<file path="config.mk">
export PLATFORM = sky130hd
export DESIGN_NAME = pipe_stage_elastic
export DESIGN_NICKNAME = d
export VERILOG_FILES = /design/src/rtl/pipe_stage_elastic.sv
export SDC_FILE = /design/constraint.sdc
export NUM_CORES = 1
export LEC_CHECK = 0
export CAP_MARGIN = 0
export CORE_AREA = 2 2 126 128
export DETAILED_ROUTE_END_ITERATION = 8
export DIE_AREA = 0 0 128 130
export MAX_ROUTING_LAYER = met4
export PLACE_DENSITY = 0.75
export SYNTH_ARGS = -nofsm -noshare
export SYNTH_HDL_FRONTEND = slang
export SYNTH_SLANG_ARGS = --single-unit
export TNS_END_PERCENT = 30
</file>
<file path="constraint.sdc">
create_clock -name clk -period 2.1 [get_ports clk]
set_clock_uncertainty 0.1 [all_clocks]
set_input_delay 0.315 -clock clk [delete_from_list [all_inputs] [get_ports clk]]
set_output_delay 0.315 -clock clk [all_outputs]
set_load 0.01 [all_outputs]
</file>
<file path="src/rtl/pipe_stage_elastic.sv">
// Elastic pipeline stage register: valid/ready handshake, flush-to-bubble,
// optional 2-entry skid buffer, and a saturating stall-cycle counter.
module pipe_stage_elastic #(
  parameter int DATA_W = 64,
  parameter int CTRL_W = 4,
  parameter int SKID   = 1,
  parameter int CNT_W  = 16
) (
  input  logic              clk,
  input  logic              resetn,
  input  logic              in_valid,
  output logic              in_ready,
  input  logic [DATA_W-1:0] in_data,
  input  logic [CTRL_W-1:0] in_ctrl,
  input  logic              flush,
  output logic              out_valid,
  input  logic              out_ready,
  output logic [DATA_W-1:0] out_data,
  output logic [CTRL_W-1:0] out_ctrl,
  output logic [CNT_W-1:0]  stall_cnt
);

  logic [DATA_W-1:0] mainData;
  logic [CTRL_W-1:0] mainCtrl;
  logic              mainValid;
  logic [CNT_W-1:0]  stallCnt;
  logic              inFire;
  logic              outFire;

  assign inFire  = in_valid & in_ready;
  assign outFire = mainValid & out_ready;

  generate
    if (SKID != 0) begin : gSkid
      typedef enum logic [1:0] {EMPTY, ONE, TWO} stateType;

      stateType          state;
      logic [DATA_W-1:0] skidData;
      logic [CTRL_W-1:0] skidCtrl;
      logic              readyReg;

      // NOTE: every register here uses <= so all next-state values are
      // computed from the same pre-edge snapshot, independent of statement order.
      always_ff @(posedge clk) begin
        if (!resetn) begin
          state     <= EMPTY;
          mainValid <= 1'b0;
          mainData  <= '0;
          mainCtrl  <= '0;
          skidData  <= '0;
          skidCtrl  <= '0;
          readyReg  <= 1'b1;
        end else if (flush) begin
          // Payload is left as-is; only valid/ctrl must read as a bubble.
          state     <= EMPTY;
          mainValid <= 1'b0;
          mainCtrl  <= '0;
          skidCtrl  <= '0;
          readyReg  <= 1'b1;
        end else begin
          unique case (state)
            EMPTY: begin
              if (inFire) begin
                mainData  <= in_data;
                mainCtrl  <= in_ctrl;
                mainValid <= 1'b1;
                state     <= ONE;
              end
            end
            ONE: begin
              if (inFire && outFire) begin
                mainData <= in_data;
                mainCtrl <= in_ctrl;
              end else if (outFire) begin
                mainValid <= 1'b0;
                mainCtrl  <= '0;
                state     <= EMPTY;
              end else if (inFire) begin
                skidData <= in_data;
                skidCtrl <= in_ctrl;
                readyReg <= 1'b0;
                state    <= TWO;
              end
            end
            TWO: begin
              if (outFire) begin
                mainData <= skidData;
                mainCtrl <= skidCtrl;
                skidCtrl <= '0;
                readyReg <= 1'b1;
                state    <= ONE;
              end
            end
            default: begin
              state     <= EMPTY;
              mainValid <= 1'b0;
              mainCtrl  <= '0;
              readyReg  <= 1'b1;
            end
          endcase
        end
      end

      assign in_ready = resetn & readyReg;
    end else begin : gNoSkid
      always_ff @(posedge clk) begin
        if (!resetn) begin
          mainValid <= 1'b0;
          mainData  <= '0;
          mainCtrl  <= '0;
        end else if (flush) begin
          mainValid <= 1'b0;
          mainCtrl  <= '0;
        end else if (inFire) begin
          mainData  <= in_data;
          mainCtrl  <= in_ctrl;
          mainValid <= 1'b1;
        end else if (outFire) begin
          mainValid <= 1'b0;
          mainCtrl  <= '0;
        end
      end

      // Only combinational path through the stage: out_ready -> in_ready.
      assign in_ready = resetn & (~mainValid | out_ready);
    end
  endgenerate

  always_ff @(posedge clk) begin
    if (!resetn) begin
      stallCnt <= '0;
    end else if (mainValid && !out_ready && !flush && (stallCnt != {CNT_W{1'b1}})) begin
      stallCnt <= stallCnt + CNT_W'(1);
    end
  end

  assign out_valid = mainValid;
  assign out_data  = mainData;
  assign out_ctrl  = mainCtrl;
  assign stall_cnt = stallCnt;

endmodule

</file>
Yosys cells after proc, flatten, opt, wreduce, memory -nomap -nowiden. Cells that the tools add are included.

Logic and storage cells: 74. Bits of input ports: 73. Register bits after elaboration: 156. Output and inout bits: 86.

Add/sub/neg operators: 1. Eq/ne operators: 12. Muxes and demuxes: 27. Reduce and logical (&&, ||, !) cells: 17. Bitwise logic cells: 9.

Operator list (count): two-way mux 64 bit (3); case mux 64 bit (3 select lines) (1); two-way mux 4 bit (6); AND reduction 5 bit (4); adder 16 x 1 -> 16 bit, second input constant (1); != test 16 bit, second input constant (1); != test 2 bit, second input constant (7); case mux 4 bit (3 select lines) (1); two-way mux 2 bit (5); case mux 4 bit (2 select lines) (1); AND reduction 4 bit (2); two-way mux 1 bit (7); != test 3 bit, second input constant (2); NOT 1 bit (6); case mux 1 bit (3 select lines) (2); case mux 2 bit (3 select lines) (1); logical AND 1 bit (4); AND 1 bit (3); AND reduction 3 bit (1); nonzero test 3 bit (1); == test 2 x 1 -> 1 bit, second input constant (1); == test 2 bit, second input constant (1); zero test 1 bit (2); zero test 2 bit (1); 2 further kinds (2).

Logic depth before layout (Yosys ltp).
Depth in word-level cells: 6. Depth in mapped cells: 7. Mapped depth without buffers: 5.

Least setup slack after synthesis. OpenSTA, ideal clock, no wires.

Path kind: flip-flop to flip-flop. Start: register mainValid, in the netlist out_valid. End: register stallCnt[13], in the netlist stall_cnt[13]. Path slack: -0.041 ns. Required time: 1.930 ns. Setup time: 0.070 ns. Stages on the path, launching flop included: 6. Period minus slack after synthesis: 2.141 ns. Arrival: 1.971 ns. Buffers on the path: 1. Path through: dfxtp_1 or3b_4 or4_1 clkbuf_2 or4_1 a21oi_1.

Longest elaborated chain between the ends: 3.

RTL lines: start, declared (line 25) `logic mainValid;`; start signal, assigned (line 47) `mainValid <= 1'b0;`; start signal, assigned (line 56) `mainValid <= 1'b0;`; start signal, assigned (line 66) `mainValid <= 1'b1;`; logical AND 1 bit (3 in series) (line 132) `end else if (mainValid && !out_ready && !flush && (stallCnt != {CNT_W{1'b1}})) begin`; end signal, assigned (line 133) `stallCnt <= stallCnt + CNT_W'(1);`; end, declared (line 26) `logic [CNT_W-1:0] stallCnt;`.

No other way between the ends. A chain may end at the register's enable or synchronous reset.

Final worst setup path.
Start: input flush. End: register stallCnt[11], in the netlist stall_cnt[11].

Longest elaborated chain between the ends: 3.

RTL lines: start, declared (line 15) `input logic flush,`; zero test 1 bit (line 132); logical AND 1 bit (2 in series) (line 132).

No other way between the ends.

==> metrics.txt <==
post-route cell area 9390 um^2; H-tree Lvls 4; Netlist cell types 41; asr flop ratio synth 0%; P_leak 3.24 nW; root buf cell clkbuf_16; syn nets 874; Antenna Nets Post-Route 0; Min-Delay Path Class input port to flop; hold slack 0.326 ns; most frequent cell after synthesis nand2_1; GP Congestion 0.786; via count of the first global-routing pass 5516; vias after detailed routing 5991; final setup TNS 0 ns; Mapped Cells 800; Clk pin slew, worst setup/hold paths 0.06 ns; worst-case clock buffer depth 2; Clk Latency, worst-skew pair 0.41 ns; ys flop type dfxtp_1; critical path, cell by cell clkdlybuf4s50_1 > or3b_4 > or4_4 > or4_1 > a21oi_1; FF+latch count, synth 156; router iterations before antenna repair 6; cts hold-fix bufs 0; largest net degree at the start of global routing 91; register area share after synthesis 46.2%; syn_area_per_cell 8.45 um^2; post-layout minimum cycle time 2.02 ns; Yosys top cell area share 46.2%; WL final 16500 um; Arrival @ worst endpoint 2.26 ns; Iteration-0 DRC Markers 471; global-route wire length before repair 26800 um; initial antenna violation count 0; Cell Area, Synth 6760 um^2; Crit Path Max Fanout 6; EDFF count, synth 0; CP max stage cell or4_4; Initial Utilization 43.8%; RSZ-0062 raised after global routing false; Total GRT Usage 20.7%; Yosys top cell by area dfxtp_1; CP delay by family, top simple AND/OR/NAND/NOR gates; Worst-Margin Slew 0.617 ns; Final Hold Viols 0; layout cell share with drive strength beyond 1 8.04%; n_diodes 0; Area after DPL 8710 um^2; wire per inst 14.4 um; NumNets Final 1019; core box area 15400 um^2; Area contributors post-synth dfxtp_1, nand2_1, mux2i_1; delay of the slowest cell on the worst path 0.53 ns; buffer and inverter count on the worst path 1; I/O Buffers 158; Num CTS Buffers 17; Die Ht 130 um; CTS tree built; number of remaining DRC errors 0; Core Rows 46; Num Clock Sinks 156; Critical Path End Type flop; Worst slew margin 58.9%; crit path kind input port to flop; Vias/cell 5.21; total global routing overflow 0; die span in x 128 um; Max VDD drop 598 uV; max cap viols 0; Max Freq 495 MHz; Setup Viol. Count Final 0; area grow syn2layout 38.9%; Slew Viols, Final 0; part of the cycle the worst path needs 96.3%; yosys warns 0; die area 16600 um^2; Startpoint Class input port; I/O pin count 159; top cells by count, synth nand2_1, dfxtp_1, a21oi_1, nand2b_1, mux2i_1; CP Data Required Time 2.34 ns; post-DP HPWL 10600 um; status finished clean; PwrDens 764 nW/um^2; setup bufs post-CTS 0
per-layer routing:
layer	vias to the layer above	track usage [%]	part of all wire (%)
li1	3057	-	-
met1	2815	25.0	45
met2	110	34.4	50
met3	9	5.13	4.6
met4	0	6.40	0.95
met5	-	-	0
area by class of cell:
type                            instances  area, um^2
Tap cell                              192         240
Fill cell                            1347        6030
Inverter                                3        11.3
Multi-Input combinational cell        576        3400
Clock inverter                         14         240
Clock buffer                           18         439
Sequential cell                       156        3120
Timing Repair Buffer                  191        1940
through the flow:
| step | power [mW] | cells | util (%) | setup slack (ns) |
|---|---|---|---|---|
| floorplan | 3.39 | 800 | - | -0.00701 |
| global placement | 3.71 | 1118 | 56.4 | -0.372 |
| detailed placement | 3.72 | 1118 | 56.4 | -0.417 |
| CTS | 7.24 | 1150 | 60.9 | 0.0261 |
| global route | 7.43 | 1150 | 60.9 | 0.0109 |
| finish | 7.17 | 1150 | 60.9 | 0.0779 |
worst paths after layout:
path | from | to | slack [ns] | depth (start not counted)
worst min register to register | gSkid.skidData[57] | gSkid.skidData[57] | 0.35 | 2
worst max-delay path | flush | stall_cnt[11] | 0.08 | 5
worst min-delay path | resetn | out_valid | 0.33 | 5
worst max register to register | out_valid | stall_cnt[11] | 0.12 | 4
kinds of logic after synthesis:
kind of cell	share of synthesized area, %
simple gates	23.3
compound gates	16.4
flops	46.2
buf+inv	3.92
mux	10.1
fa+ha+maj	0.185
power breakdown:
group | switching [mW] | internal (mW) | leakage (nW)
clock network | 1.25 | 2.27 | 0.327
logic | 0.266 | 0.342 | 1.65
registers | 0.0304 | 3.01 | 1.26
total | 1.55 | 5.62 | 3.24
worst min-delay path: stages:
cell and delay, ns:
buf_4 0.15, nand3_1 0.14, nand2_1 0.07, nand3b_1 0.07, a21oi_1 0.06
flip-flops by register name, summed over array words and instances, names as in the netlist:
name and cells:
out_ctrl 4, gSkid.skidCtrl 4, out_valid 1, out_data 64, gSkid.readyReg 1, gSkid.state 2, stall_cnt 16, gSkid.skidData 64
repair_timing:
| action | in CTS | in global routing |
|---|---|---|
| endpoints found under the setup margin | 0 | 3 |
| gates resized for setup | 0 | 1 |
| endpoints found under the hold margin | 0 | 0 |
cells in the final DEF, fill, tap and decap left out, types with 9 or more instances in the layout:
cell	n
mux2i_1	68
clkbuf_16	17
nand2b_1	70
buf_4	25
buf_12	9
a21oi_1	81
dfxtp_1	155
nand2_1	203
o211ai_1	64
clkdlybuf4s50_1	157
No activity file was read; power rests on OpenSTA's default activity.
